**src/rtl/phy_tx_lane_serializer.sv**
```systemverilog
// phy_tx_lane_serializer: merges LANES parallel byte lanes round-robin onto a
// single MSB-first serial bitstream clocked at the bit rate. After reset it
// sends COM_COUNT COM symbols, then enters RUN. In RUN, each symbol slot carries
// the owning lane's held word, or IDLE_SYM when that lane has nothing pending.
// Optional build macro: PHY_TX_PARITY_EN appends one even-parity bit per
// symbol, which makes the symbol period WIDTH+1 clocks.
module phy_tx_lane_serializer #(
  parameter int unsigned      LANES     = 4,
  parameter int unsigned      WIDTH     = 8,
  parameter logic [WIDTH-1:0] COM_SYM   = 8'hBC,
  parameter logic [WIDTH-1:0] IDLE_SYM  = 8'h7C,
  parameter int unsigned      COM_COUNT = 4
) (
  input  logic                       clk,
  input  logic                       reset,
  input  logic [LANES*WIDTH-1:0]     data_in,
  input  logic [LANES-1:0]           valid_in,
  output logic [LANES-1:0]           ready_out,
  output logic                       serial_out,
  output logic                       sym_strobe,
  output logic [$clog2(LANES)-1:0]   lane_sel,
  output logic                       active
);

  localparam int unsigned LANE_W = $clog2(LANES);
`ifdef PHY_TX_PARITY_EN
  localparam int unsigned PERIOD = WIDTH + 1;
`else
  localparam int unsigned PERIOD = WIDTH;
`endif
  localparam int unsigned CNT_W  = $clog2(PERIOD);
  localparam int unsigned COM_W  = $clog2(COM_COUNT + 1);

  localparam logic [CNT_W-1:0]  LAST_BIT  = CNT_W'(PERIOD - 1);
  localparam logic [COM_W-1:0]  COM_LAST  = COM_W'(COM_COUNT);
  localparam logic [LANE_W-1:0] LAST_LANE = LANE_W'(LANES - 1);

  typedef enum logic [1:0] {
    ST_RST = 2'd0,
    ST_COM = 2'd1,
    ST_RUN = 2'd2
  } state_e;

  state_e              state_q, state_d;
  logic [CNT_W-1:0]    bit_cnt_q, bit_cnt_d;
  logic [COM_W-1:0]    com_cnt_q, com_cnt_d;
  logic [LANE_W-1:0]   slot_q, slot_d;
  logic [LANE_W-1:0]   lane_sel_q, lane_sel_d;
  logic [WIDTH-1:0]    shift_q, shift_d;
  logic                serial_q, serial_d;
  logic                strobe_q, strobe_d;
  logic [LANES-1:0]    hold_valid_q, hold_valid_d;
  logic [WIDTH-1:0]    hold_data_q [LANES];
  logic [WIDTH-1:0]    hold_data_d [LANES];
`ifdef PHY_TX_PARITY_EN
  logic                parity_q, parity_d;
`endif

  logic                boundary;
  logic                com_done;
  logic                run_load;
  logic [WIDTH-1:0]    sym_next;
  logic [LANES-1:0]    drain;
  logic [LANES-1:0]    accept;

  // The first edge after reset release, and every last-bit edge, starts a new symbol.
  always_comb begin
    boundary = (state_q == ST_RST) || (bit_cnt_q == LAST_BIT);
    com_done = (com_cnt_q == COM_LAST);
  end

  // FSM state register
  always_ff @(posedge clk or negedge reset) begin
    if (!reset) begin
      state_q <= ST_RST;
    end else begin
      state_q <= state_d;
    end
  end

  // FSM next-state: RST -> COM at once; COM -> RUN at the boundary after the last COM
  always_comb begin
    state_d = state_q;
    case (state_q)
      ST_RST:  state_d = ST_COM;
      ST_COM:  if (boundary && com_done) state_d = ST_RUN;
      ST_RUN:  state_d = ST_RUN;
      default: state_d = ST_RST;
    endcase
  end

  // FSM outputs: lane readiness mirrors the empty hold registers outside RST
  always_comb begin
    active    = (state_q == ST_RUN);
    ready_out = (state_q == ST_RST) ? '0 : ~hold_valid_q;
  end

  // Symbol selection at a boundary: COM during the preamble, else lane data or IDLE
  always_comb begin
    sym_next = COM_SYM;
    drain    = '0;
    run_load = boundary && (state_d == ST_RUN);
    if (run_load) begin
      if (hold_valid_q[slot_q]) begin
        sym_next        = hold_data_q[slot_q];
        drain[slot_q]   = 1'b1;
      end else begin
        sym_next = IDLE_SYM;
      end
    end
  end

  // Hold-register next state: accepted words fill, the serviced lane drains
  always_comb begin
    accept       = valid_in & ready_out;
    hold_valid_d = (hold_valid_q & ~drain) | accept;
    for (int unsigned i = 0; i < LANES; i++) begin
      hold_data_d[i] = accept[i] ? data_in[i*WIDTH +: WIDTH] : hold_data_q[i];
    end
  end

  // Counters, slot pointer and shifter next state
  always_comb begin
    bit_cnt_d  = boundary ? '0 : bit_cnt_q + CNT_W'(1);
    strobe_d   = boundary;
    com_cnt_d  = com_cnt_q;
    slot_d     = slot_q;
    lane_sel_d = lane_sel_q;
    shift_d    = shift_q << 1;
    serial_d   = shift_q[WIDTH-1];
`ifdef PHY_TX_PARITY_EN
    parity_d   = parity_q;
`endif
    if (boundary && (state_d == ST_COM)) begin
      com_cnt_d = com_cnt_q + COM_W'(1);
    end
    if (run_load) begin
      lane_sel_d = slot_q;
      slot_d     = (slot_q == LAST_LANE) ? '0 : slot_q + LANE_W'(1);
    end
    if (boundary) begin
      serial_d = sym_next[WIDTH-1];
      shift_d  = sym_next << 1;
`ifdef PHY_TX_PARITY_EN
      parity_d = ^sym_next;
`endif
    end
`ifdef PHY_TX_PARITY_EN
    else if (bit_cnt_q == CNT_W'(WIDTH - 1)) begin
      serial_d = parity_q;
    end
`endif
  end

  // Datapath registers; reset aborts any symbol in flight and empties all lanes
  always_ff @(posedge clk or negedge reset) begin
    if (!reset) begin
      bit_cnt_q    <= '0;
      com_cnt_q    <= '0;
      slot_q       <= '0;
      lane_sel_q   <= '0;
      shift_q      <= '0;
      serial_q     <= 1'b0;
      strobe_q     <= 1'b0;
      hold_valid_q <= '0;
      for (int unsigned i = 0; i < LANES; i++) begin
        hold_data_q[i] <= '0;
      end
`ifdef PHY_TX_PARITY_EN
      parity_q     <= 1'b0;
`endif
    end else begin
      bit_cnt_q    <= bit_cnt_d;
      com_cnt_q    <= com_cnt_d;
      slot_q       <= slot_d;
      lane_sel_q   <= lane_sel_d;
      shift_q      <= shift_d;
      serial_q     <= serial_d;
      strobe_q     <= strobe_d;
      hold_valid_q <= hold_valid_d;
      for (int unsigned i = 0; i < LANES; i++) begin
        hold_data_q[i] <= hold_data_d[i];
      end
`ifdef PHY_TX_PARITY_EN
      parity_q     <= parity_d;
`endif
    end
  end

  // Registered outputs
  always_comb begin
    serial_out = serial_q;
    sym_strobe = strobe_q;
    lane_sel   = lane_sel_q;
  end

endmodule

```
**config.mk**
```make
export PLATFORM = sky130hd
export DESIGN_NAME = phy_tx_lane_serializer
export DESIGN_NICKNAME = d
export VERILOG_FILES = /design/src/rtl/phy_tx_lane_serializer.sv
export SDC_FILE = /design/constraint.sdc
export NUM_CORES = 1
export LEC_CHECK = 0
export ABC_AREA = 1
export BUFFER_PORTS_ARGS = -buffer_cell sky130_fd_sc_hd__buf_4
export CAP_MARGIN = 0
export CORE_UTILIZATION = 60
export DETAILED_ROUTE_END_ITERATION = 12
export MAX_ROUTING_LAYER = met4
export PLACE_DENSITY = 0.84
export SYNTH_ARGS = -nofsm -noshare
export SYNTH_HDL_FRONTEND = slang
export SYNTH_SLANG_ARGS = --single-unit
```
**constraint.sdc**
```tcl
create_clock -name clk -period 3.48 [get_ports clk]
set_input_delay 0 -clock clk [delete_from_list [all_inputs] [get_ports clk]]
set_output_delay 0 -clock clk [all_outputs]
set_load 0.005 [all_outputs]
```
==> results of run 1 <==
-- placed cells by master (no fill, tap or decap), drive strengths merged, types with 2 or more instances in the layout --
cell         count
nand2          112
inv             25
nor2            30
dlygate4sd3     57
dfrtp           57
o21ai           10
clkinv           2
ha               8
o21bai           4
buf             46
a21oi           16
nand3           45
clkbuf          12
-- flip-flops by register name, indices dropped and copies added (netlist names) --
name	cells
lane_sel	2
serial_out	1
shift_q	7
com_cnt_q	3
hold_valid_q	4
state_q	2
slot_q	2
hold_data_q	32
bit_cnt_q	3
sym_strobe	1
-- logic make-up after synthesis --
family | count (synthesis) | share of synthesized area [%]
simple gates | 188 | 31.0
flops | 57 | 51.5
buf+inv | 36 | 6.28
compound gates | 32 | 7.00
fa+ha+maj | 8 | 3.61
xor+xnor | 2 | 0.632
-- critical path, cell delays in order, from the launching register on --
cell and delay, ps:
dfrtp_1 800, inv_2 320, nand2_1 150, nand3_1 160
nand2_2 190, inv_2 60, nand2_1 70, o21ai_1 50
-- final timing paths --
path / start / end / slack (ps) / cells past startpoint
worst max-delay path: slot_q[0] / shift_q[2] / 1530 / 7
worst min-delay path: valid_in[3] / hold_data_q[0] / 4 / 3
worst max register to register: slot_q[0] / shift_q[2] / 1530 / 7
worst min register to register: bit_cnt_q[0] / bit_cnt_q[0] / 450 / 1
max in group asynchronous: reset / hold_valid_q[0] / 2740 / 2
min in group asynchronous: reset / hold_data_q[14] / 270 / 2
-- Yosys cell counts --
master / instances / area share, %
a21oi_1: 16 / 2.9
a31oi_4: 1 / 0.77
and2_1: 1 / 0.23
buf_2: 4 / 0.72
buf_4: 3 / 0.81
buf_6: 2 / 0.81
clkbuf_1: 2 / 0.27
dfrtp_1: 57 / 51
ha_1: 8 / 3.6
inv_1: 19 / 2.6
inv_2: 5 / 0.68
inv_8: 1 / 0.41
nand2_1: 106 / 14
nand2_2: 3 / 0.68
nand2_4: 3 / 1.2
nand3_1: 45 / 8.1
nor2_1: 26 / 3.5
nor2_8: 4 / 2.9
o211ai_2: 1 / 0.45
o21ai_0: 8 / 1.4
o21ai_1: 2 / 0.36
o21bai_1: 4 / 1.1
xnor2_1: 1 / 0.32
xor2_1: 1 / 0.32
-- layer usage --
metal	global-route usage, %	up-vias	part of all wire (%)
met5	-	-	0
met4	19.8	0	3.5
met3	6.78	34	7.2
met2	59.0	166	51
met1	43.5	1254	38
li1	-	1234	-
-- cell type report --
class	instances	area share (%)
sequential	57	36.8
multi-input combinational	230	30.2
timing repair buffer	103	23.6
clock buffer	12	4.00
inverter	25	2.62
tap	52	1.68
clock inverter	3	1.03
-- report_power, final --
| group | switching (uW) | leakage, uW | internal (uW) | total, uW |
|---|---|---|---|---|
| Sequential | 31.1 | 0.000705 | 708 | 739 |
| Combinational | 92.6 | 0.00114 | 93.8 | 186 |
| Clock | 261 | 0.000102 | 364 | 625 |
| Total | 385 | 0.00195 | 1170 | 1550 |
-- through the flow --
step | area, sq um | cells
2_1_floorplan | 2770 | 323
3_3_place_gp | 3110 | 410
3_5_place_dp | 3110 | 410
4_1_cts | 3870 | 482
5_1_grt | 3870 | 482
6_report | 3870 | 482
==> reports/qor.csv, run 1 <==
stage,metric,value,unit
setup_path,crit path kind,flop to flop,
floorplan,IO Pins,47,
sta,Final WS setup,1530,ps
place,post-placement setup slack,1600,ps
drt,routed wire length,7950,um
drt,DRC,0,
clock_tree,CTS root buf,clkbuf_8,
sta,fin crit period,1950,ps
power_and_ir_drop,leakage,0.00195,uW
drt,Wirelength per Cell,16.5,um
power_and_ir_drop,Power Dens Cells,400,nW/um^2
sta,clk_skew,9.80,ps
setup_path,Critical Path RT,3680,ps
setup_path,worst-path fanout max,24,
global_route,gr usage total,36.5,%
setup_path,CP Launch Type,flop,
sta,final slew viol count,0,
flow_run,MaxCap Viol Count,0,
sta,Rel. slew slack,52.4,%
yosys,number of distinct library cells after synthesis,24,
sta,Final Hold Fails,0,
global_route,first-pass GRT wire length,13200,um
yosys,Syn Std Cell Area,2770,sq um
drt,vias per cell,5.58,
floorplan,Initial Utilization,63.2,%
final_layout,NumNets Final,472,
floorplan,row cnt,24,
final_layout,Layout area overhead,39.8,%
final_layout,Util after Layout,88.4,%
clock_tree,clock-pin slew on the worst setup and hold paths,70,ps
floorplan,Die Y,70.0,um
yosys,sequential share of the synthesized area,51.5,%
sta,WHS,4.38,ps
sta,final setup fails,0,
setup_path,crit path DAT,2140,ps
floorplan,chip width,70.0,um
setup_path,CP Capture Type,flop,
clock_tree,Clock Path Buffers,2,
floorplan,Core Box Area,4380,sq um
sta,RSZ-0062 raised after global routing,no,
global_route,gr ovfl total,0,
global_route,initial antenna violation count,0,
clock_tree,H-Tree Depth,3,
sta,Worst-Margin Slew,714,ps
global_route,number of global-route vias before repair,2731,
place,Post-DP HPWL,4030,um
clock_tree,CTS sink count,57,
drt,initial DRC count,283,
clock_tree,CTS tree,built,
drt,post-route ant nets,0,
final_layout,layout cells sized above 1,18.1,%
power_and_ir_drop,total power,1550,uW
clock_tree,CTS Buf Count,9,
drt,first drt pass iteration count,5,
final_layout,area taken by multi-input logic gates,1170,sq um
sta,Setup TNS,0,ps
global_route,largest net degree at the start of global routing,58,
place,port bufs,46,
floorplan,die area,4900,sq um
drt,total vias in the final route,2688,
final_layout,fillcell total,210,
yosys,Mapped Avg Cell Area,8.58,sq um
yosys,Syn Nets,369,
power_and_ir_drop,maximum VDD drop,0.345,mV
place,Final GP Congestion,0.884,
clock_tree,# resized after CTS,0,
yosys,Mapped Cells,323,
clock_tree,cts hold-fix bufs,57,
sta,final period utilization,56.0,%
sta,FMAX,513,MHz
final_layout,ant diodes,0,
yosys,warnings from Yosys,0,
min_path,Hold Path Class,input pin to flop,
yosys,synthesized flop and latch total,57,
clock_tree,worst skew pair latency,330,ps
clock_tree,setup repair bufs after CTS,0,
final_layout,Register Area,1430,sq um
run_status,status,"complete, no violations",
No activity file was read; power rests on OpenSTA's default activity.
==> inputs of run 2 (changes only) <==
--- a/config.mk
+++ b/config.mk
@@ -8,10 +8,10 @@
 export ABC_AREA = 1
 export BUFFER_PORTS_ARGS = -buffer_cell sky130_fd_sc_hd__buf_4
 export CAP_MARGIN = 0
-export CORE_UTILIZATION = 60
+export CORE_UTILIZATION = 56
 export DETAILED_ROUTE_END_ITERATION = 12
 export MAX_ROUTING_LAYER = met4
-export PLACE_DENSITY = 0.84
+export PLACE_DENSITY = 0.8
 export SYNTH_ARGS = -nofsm -noshare
 export SYNTH_HDL_FRONTEND = slang
 export SYNTH_SLANG_ARGS = --single-unit
==> constraint.sdc (replaced) <==
create_clock -name clk -period 1.8 [get_ports clk]
set_input_delay 0 -clock clk [delete_from_list [all_inputs] [get_ports clk]]
set_output_delay 0 -clock clk [all_outputs]
set_load 0.005 [all_outputs]
==> reports/qor.csv, run 2 (synthesis results as in run 1) <==
stage,metric,value,unit
run_status,status,"complete, no violations",
sta,Rel. slew slack,52.5,%
power_and_ir_drop,Logic pwr share,11.8,%
floorplan,row cnt,25,
place,post-placement setup slack,135,ps
setup_path,R2R setup slack,90,ps
drt,Top Metal Used,met4,
final_layout,ant diodes,0,
clock_tree,Clock Path Buffers,2,
clock_tree,CTS tree,built,
setup_path,r2r worst-path depth,7,
floorplan,Die Y,72.4,um
final_layout,most frequent cells in the layout,"106 x nand2_1, 59 x dlygate4sd3_1, 57 x dfrtp_1",
min_path,Hold Path Class,input pin to flop,
power_and_ir_drop,maximum VDD drop,0.505,mV
drt,Wirelength per Cell,15.5,um
flow_run,MaxCap Viol Count,0,
power_and_ir_drop,total power,2970,uW
global_route,largest net degree at the start of global routing,58,
sta,Setup TNS,0,ps
floorplan,die area,5230,sq um
global_route,gr ovfl total,0,
sta,fin crit period,1710,ps
floorplan,IO Pins,47,
clock_tree,CTS sink count,57,
clock_tree,setup repair bufs after CTS,0,
setup_path,crit path kind,flop to flop,
sta,final slew viol count,0,
final_layout,NumNets Final,479,
final_layout,Layout area overhead,42.9,%
clock_tree,worst skew pair latency,340,ps
min_path,Hold EP,hold_valid_q[3],
floorplan,Initial Utilization,58.3,%
floorplan,chip width,72.4,um
final_layout,top flop regs,"hold_data_q x32, shift_q x7, hold_valid_q x4",
place,Final GP Congestion,0.880,
setup_path,r2r endpoint,hold_data_q[13],
min_path,Cells on Worst Hold Path,3,
global_route,initial antenna violation count,0,
sta,final setup fails,0,
final_layout,number of flip-flops in the largest register,32,
floorplan,Core Box Area,4750,sq um
sta,Final Hold Fails,0,
global_route,number of global-route vias before repair,2656,
power_and_ir_drop,Power Dens Cells,751,nW/um^2
drt,vias per cell,5.33,
sta,clk_skew,6.24,ps
drt,WL met1,3010,um
clock_tree,CTS Buf Count,9,
drt,total vias in the final route,2688,
drt,first drt pass iteration count,5,
setup_path,CP Capture Type,flop,
drt,WL met2,3930,um
clock_tree,clock-pin slew on the worst setup and hold paths,60,ps
power_and_ir_drop,sequential share of power,48.1,%
sta,final period utilization,95.1,%
power_and_ir_drop,leakage,0.00201,uW
setup_path,crit path DAT,1940,ps
power_and_ir_drop,Net Sw Power,721,uW
sta,Final WS setup,88.5,ps
drt,post-route ant nets,0,
sta,Worst-Margin Slew,713,ps
place,Post-DP HPWL,4190,um
min_path,hold path startpoint,valid_in[3],
drt,DRC,0,
power_and_ir_drop,Clock Power Share,40.1,%
final_layout,"most common cell after layout, fill and taps aside",nand2_1,
clock_tree,CTS root buf,clkbuf_8,
setup_path,Critical Path RT,2030,ps
setup_path,reg-to-reg critical path startpoint,state_q[1],
global_route,first-pass GRT wire length,12700,um
global_route,gr usage total,34.1,%
setup_path,CP Launch Type,flop,
drt,Met3 Wirelength,469,um
setup_path,worst-path fanout max,9,
place,port bufs,46,
drt,routed wire length,7830,um
sta,FMAX,584,MHz
sta,RSZ-0062 raised after global routing,no,
clock_tree,H-Tree Depth,3,
power_and_ir_drop,switch share,24.3,%
drt,initial DRC count,167,
power_and_ir_drop,internal power,2250,uW
final_layout,Biggest register,hold_data_q,
final_layout,layout cells sized above 1,19.0,%
==> run 2: cell count changes in the layout (fill, tap and decap cells not counted), sizes merged <==
cell / before / now
buf: 46 / 51
dlygate4sd3: 57 / 59
==> run 2: critical path, stage by stage (launching register included) <==
cell and delay (ps):
dfrtp_1 430, inv_2 140, nand2_4 90, inv_8 140, nor2_8 60, nand3_1 90
dlygate4sd3_1 570, nand2_1 60
==> run 2: worst max path at each step <==
stage | from | end | slack [ps]
floorplan | bit_cnt_q[0] | state_q[1] | 400
global placement | com_cnt_q[0] | slot_q[1] | 200
detailed placement | com_cnt_q[0] | slot_q[1] | 130
CTS | com_cnt_q[0] | slot_q[0] | 130
global route | state_q[1] | hold_data_q[16] | 10
finish | state_q[1] | hold_data_q[13] | 90
==> run 2: what timing repair did <==
item,4_1_cts,5_1_grt
hold buffers,59,0
setup endpoints to repair,0,4
resized for setup,0,1
hold endpoints to repair,89,0
==> run 2: per-stage QoR <==
step / utilization [%] / hold slack [ps] / area [sq um] / cells
after floorplan: - / -296 / 2770 / 323
after global placement: 66.6 / 88.4 / 3170 / 430
after global routing: 83.3 / 33.6 / 3960 / 504
final: 83.3 / 17.6 / 3960 / 504
after CTS: 83.1 / 0.956 / 3950 / 504
after detailed placement: 66.6 / 95.7 / 3170 / 430
==> run 2: per-layer routing <==
metal | global-route usage (%) | vias to the layer above
li1 | - | 1250
met1 | 38.8 | 1245
met2 | 55.2 | 145
met3 | 6.11 | 48
met4 | 22.2 | 0
met5 | - | -
==> run 2: area by class of cell <==
type	instances	area, sq um
clock inverters	3	40.0
clock buffers	12	155
multi-input cells	230	1180
flip-flops and latches	57	1430
well taps	67	83.8
fillers	280	795
inverters	25	101
repair buffers	110	973
==> run 2: power by group through the flow <==
stage | clock network, uW | registers (uW) | logic (uW)
after floorplan | 0 | 1430 | 126
after global placement | 0 | 1440 | 237
after detailed placement | 0 | 1440 | 247
after CTS | 1200 | 1420 | 326
after global routing | 1250 | 1440 | 386
final | 1190 | 1430 | 350
==> inputs of run 3 (changes only) <==
--- a/config.mk
+++ b/config.mk
@@ -6,12 +6,13 @@
 export NUM_CORES = 1
 export LEC_CHECK = 0
 export ABC_AREA = 1
+export ABC_CLOCK_PERIOD_IN_PS = 1400
 export BUFFER_PORTS_ARGS = -buffer_cell sky130_fd_sc_hd__buf_4
 export CAP_MARGIN = 0
-export CORE_UTILIZATION = 56
+export CORE_UTILIZATION = 50
 export DETAILED_ROUTE_END_ITERATION = 12
 export MAX_ROUTING_LAYER = met4
-export PLACE_DENSITY = 0.8
+export PLACE_DENSITY = 0.75
 export SYNTH_ARGS = -nofsm -noshare
 export SYNTH_HDL_FRONTEND = slang
 export SYNTH_SLANG_ARGS = --single-unit
==> constraint.sdc (replaced) <==
create_clock -name clk -period 1.4 [get_ports clk]
set_input_delay 0 -clock clk [delete_from_list [all_inputs] [get_ports clk]]
set_output_delay 0 -clock clk [all_outputs]
set_load 0.005 [all_outputs]
==> reports/qor.csv, run 3 (synthesis results as in run 1) <==
stage,metric,value,unit
run_status,status,"complete, no violations",
drt,first drt pass iteration count,4,
setup_path,r2r worst-path depth,7,
global_route,gr ovfl total,0,
final_layout,Biggest register,hold_data_q,
drt,post-route ant nets,0,
setup_path,crit path kind,flop to output port,
setup_path,r2r endpoint,hold_valid_q[1],
drt,routed wire length,7080,um
drt,total vias in the final route,2541,
drt,vias per cell,4.97,
final_layout,Util after Layout,78.3,%
sta,Rel. slew slack,52.4,%
setup_path,crit path capture,ready_out[1],
drt,Wirelength per Cell,13.9,um
global_route,initial antenna violation count,0,
setup_path,reg-to-reg critical path startpoint,slot_q[0],
floorplan,chip width,76.5,um
clock_tree,CTS Buf Count,9,
place,dpl cells,449,
clock_tree,H-Tree Depth,3,
sta,final slew viol count,0,
final_layout,number of flip-flops in the largest register,32,
sta,Setup TNS,0,ps
floorplan,row cnt,26,
global_route,number of global-route vias before repair,2573,
sta,final period utilization,98.0,%
flow_run,MaxCap Viol Count,0,
clock_tree,CTS sink count,57,
floorplan,Die Y,76.5,um
sta,Final Hold Fails,0,
clock_tree,clock-pin slew on the worst setup and hold paths,70,ps
floorplan,IO Pins,47,
setup_path,CP Capture Type,output port,
min_path,Hold Path Class,input pin to asynchronous set/reset pin,
final_layout,Post-Layout Cell Count,511,
sta,FMAX,729,MHz
drt,DRC,0,
final_layout,top flop regs,"hold_data_q x32, shift_q x7, hold_valid_q x4",
setup_path,Critical Path RT,1400,ps
final_layout,ant diodes,0,
sta,RSZ-0062 raised after global routing,yes,
power_and_ir_drop,maximum VDD drop,0.766,mV
place,Post-DP HPWL,4470,um
final_layout,"most common cell after layout, fill and taps aside",nand2_1,
clock_tree,CTS tree,built,
sta,final setup fails,0,
final_layout,layout cells sized above 1,29.5,%
power_and_ir_drop,Power Dens Cells,960,nW/um^2
drt,initial DRC count,93,
sta,clk_skew,5.14,ps
floorplan,die area,5840,sq um
setup_path,worst-path fanout max,6,
global_route,first-pass GRT wire length,11700,um
setup_path,crit path DAT,1370,ps
setup_path,CP Launch Type,flop,
clock_tree,Clock Path Buffers,2,
clock_tree,worst skew pair latency,340,ps
setup_path,R2R setup slack,60,ps
final_layout,most frequent cells in the layout,"103 x nand2_1, 72 x buf_4, 56 x dfrtp_1",
global_route,gr usage total,27.4,%
floorplan,Core Box Area,5240,sq um
sta,fin crit period,1370,ps
global_route,largest net degree at the start of global routing,58,
setup_path,Critical Path Start,state_q[1],
sta,Worst-Margin Slew,714,ps
final_layout,Layout area overhead,47.9,%
clock_tree,CTS root buf,clkbuf_8,
floorplan,Initial Utilization,52.9,%
final_layout,NumNets Final,483,
place,port bufs,46,
place,Final GP Congestion,0.875,
power_and_ir_drop,leakage,0.00210,uW
==> run 3: per-layer routing <==
metal  up-vias  routed length [um]  track usage, %  share of wire, %
met5         -                   0               -                 0
met4         0                 272            16.9               3.8
met3        23                 184            4.07               2.6
met2        58                3570            44.4                50
met1      1204                3060            32.2                43
li1       1256                   -               -                 -
==> run 3: per-stage QoR <==
stage               hold WS, ps  instance area (sq um)  total power, uW  setup slack [ps]
detailed placement          102                   3290             2180             -38.5
global placement           92.2                   3290             2160              22.0
floorplan                  -296                   2770             2000              28.4
finish                      235                   4100             3940              28.2
global route                319                   4100             4070             -39.3
CTS                         277                   3930             3910             -12.0
==> run 3: worst min-delay path by stage <==
stage	slack (ps)	cells after the start	from	end
detailed placement	100	1	reset	com_cnt_q[0]
global route	320	2	reset	com_cnt_q[0]
floorplan	-300	0	reset	bit_cnt_q[0]
CTS	280	2	reset	com_cnt_q[0]
global placement	90	1	reset	com_cnt_q[0]
finish	230	2	reset	com_cnt_q[0]
==> run 3: where the power goes <==
part	total, uW	internal (uW)	switching [uW]
Clock	1670	1000	664
Combinational	441	235	205
Sequential	1830	1760	66.7
Total	3940	3000	936
==> run 3: final cells by class <==
cell class                      instances  area [sq um]
Multi-Input combinational cell        230          1290
Clock inverter                          2          35.0
Clock buffer                           13           179
Inverter                               25           111
Fill cell                             357          1140
Tap cell                               70          87.6
Sequential cell                        57          1430
Timing Repair Buffer                  114           967
==> run 3: timing repair <==
action / in CTS / in global routing
hold buffers: 37 / 0
hold endpoints to repair: 91 / 0
resized for setup: 7 / 31
endpoints found under the setup margin: 13 / 37
buffers inserted: 2 / 8
pin swaps: 5 / 7
==> run 3: worst max-delay path: stages, from the launching register on <==
cell and delay, ps:
dfrtp_1 390, inv_2 70, nand2_4 80, buf_6 130
inv_12 60, nor2_8 160, buf_4 130
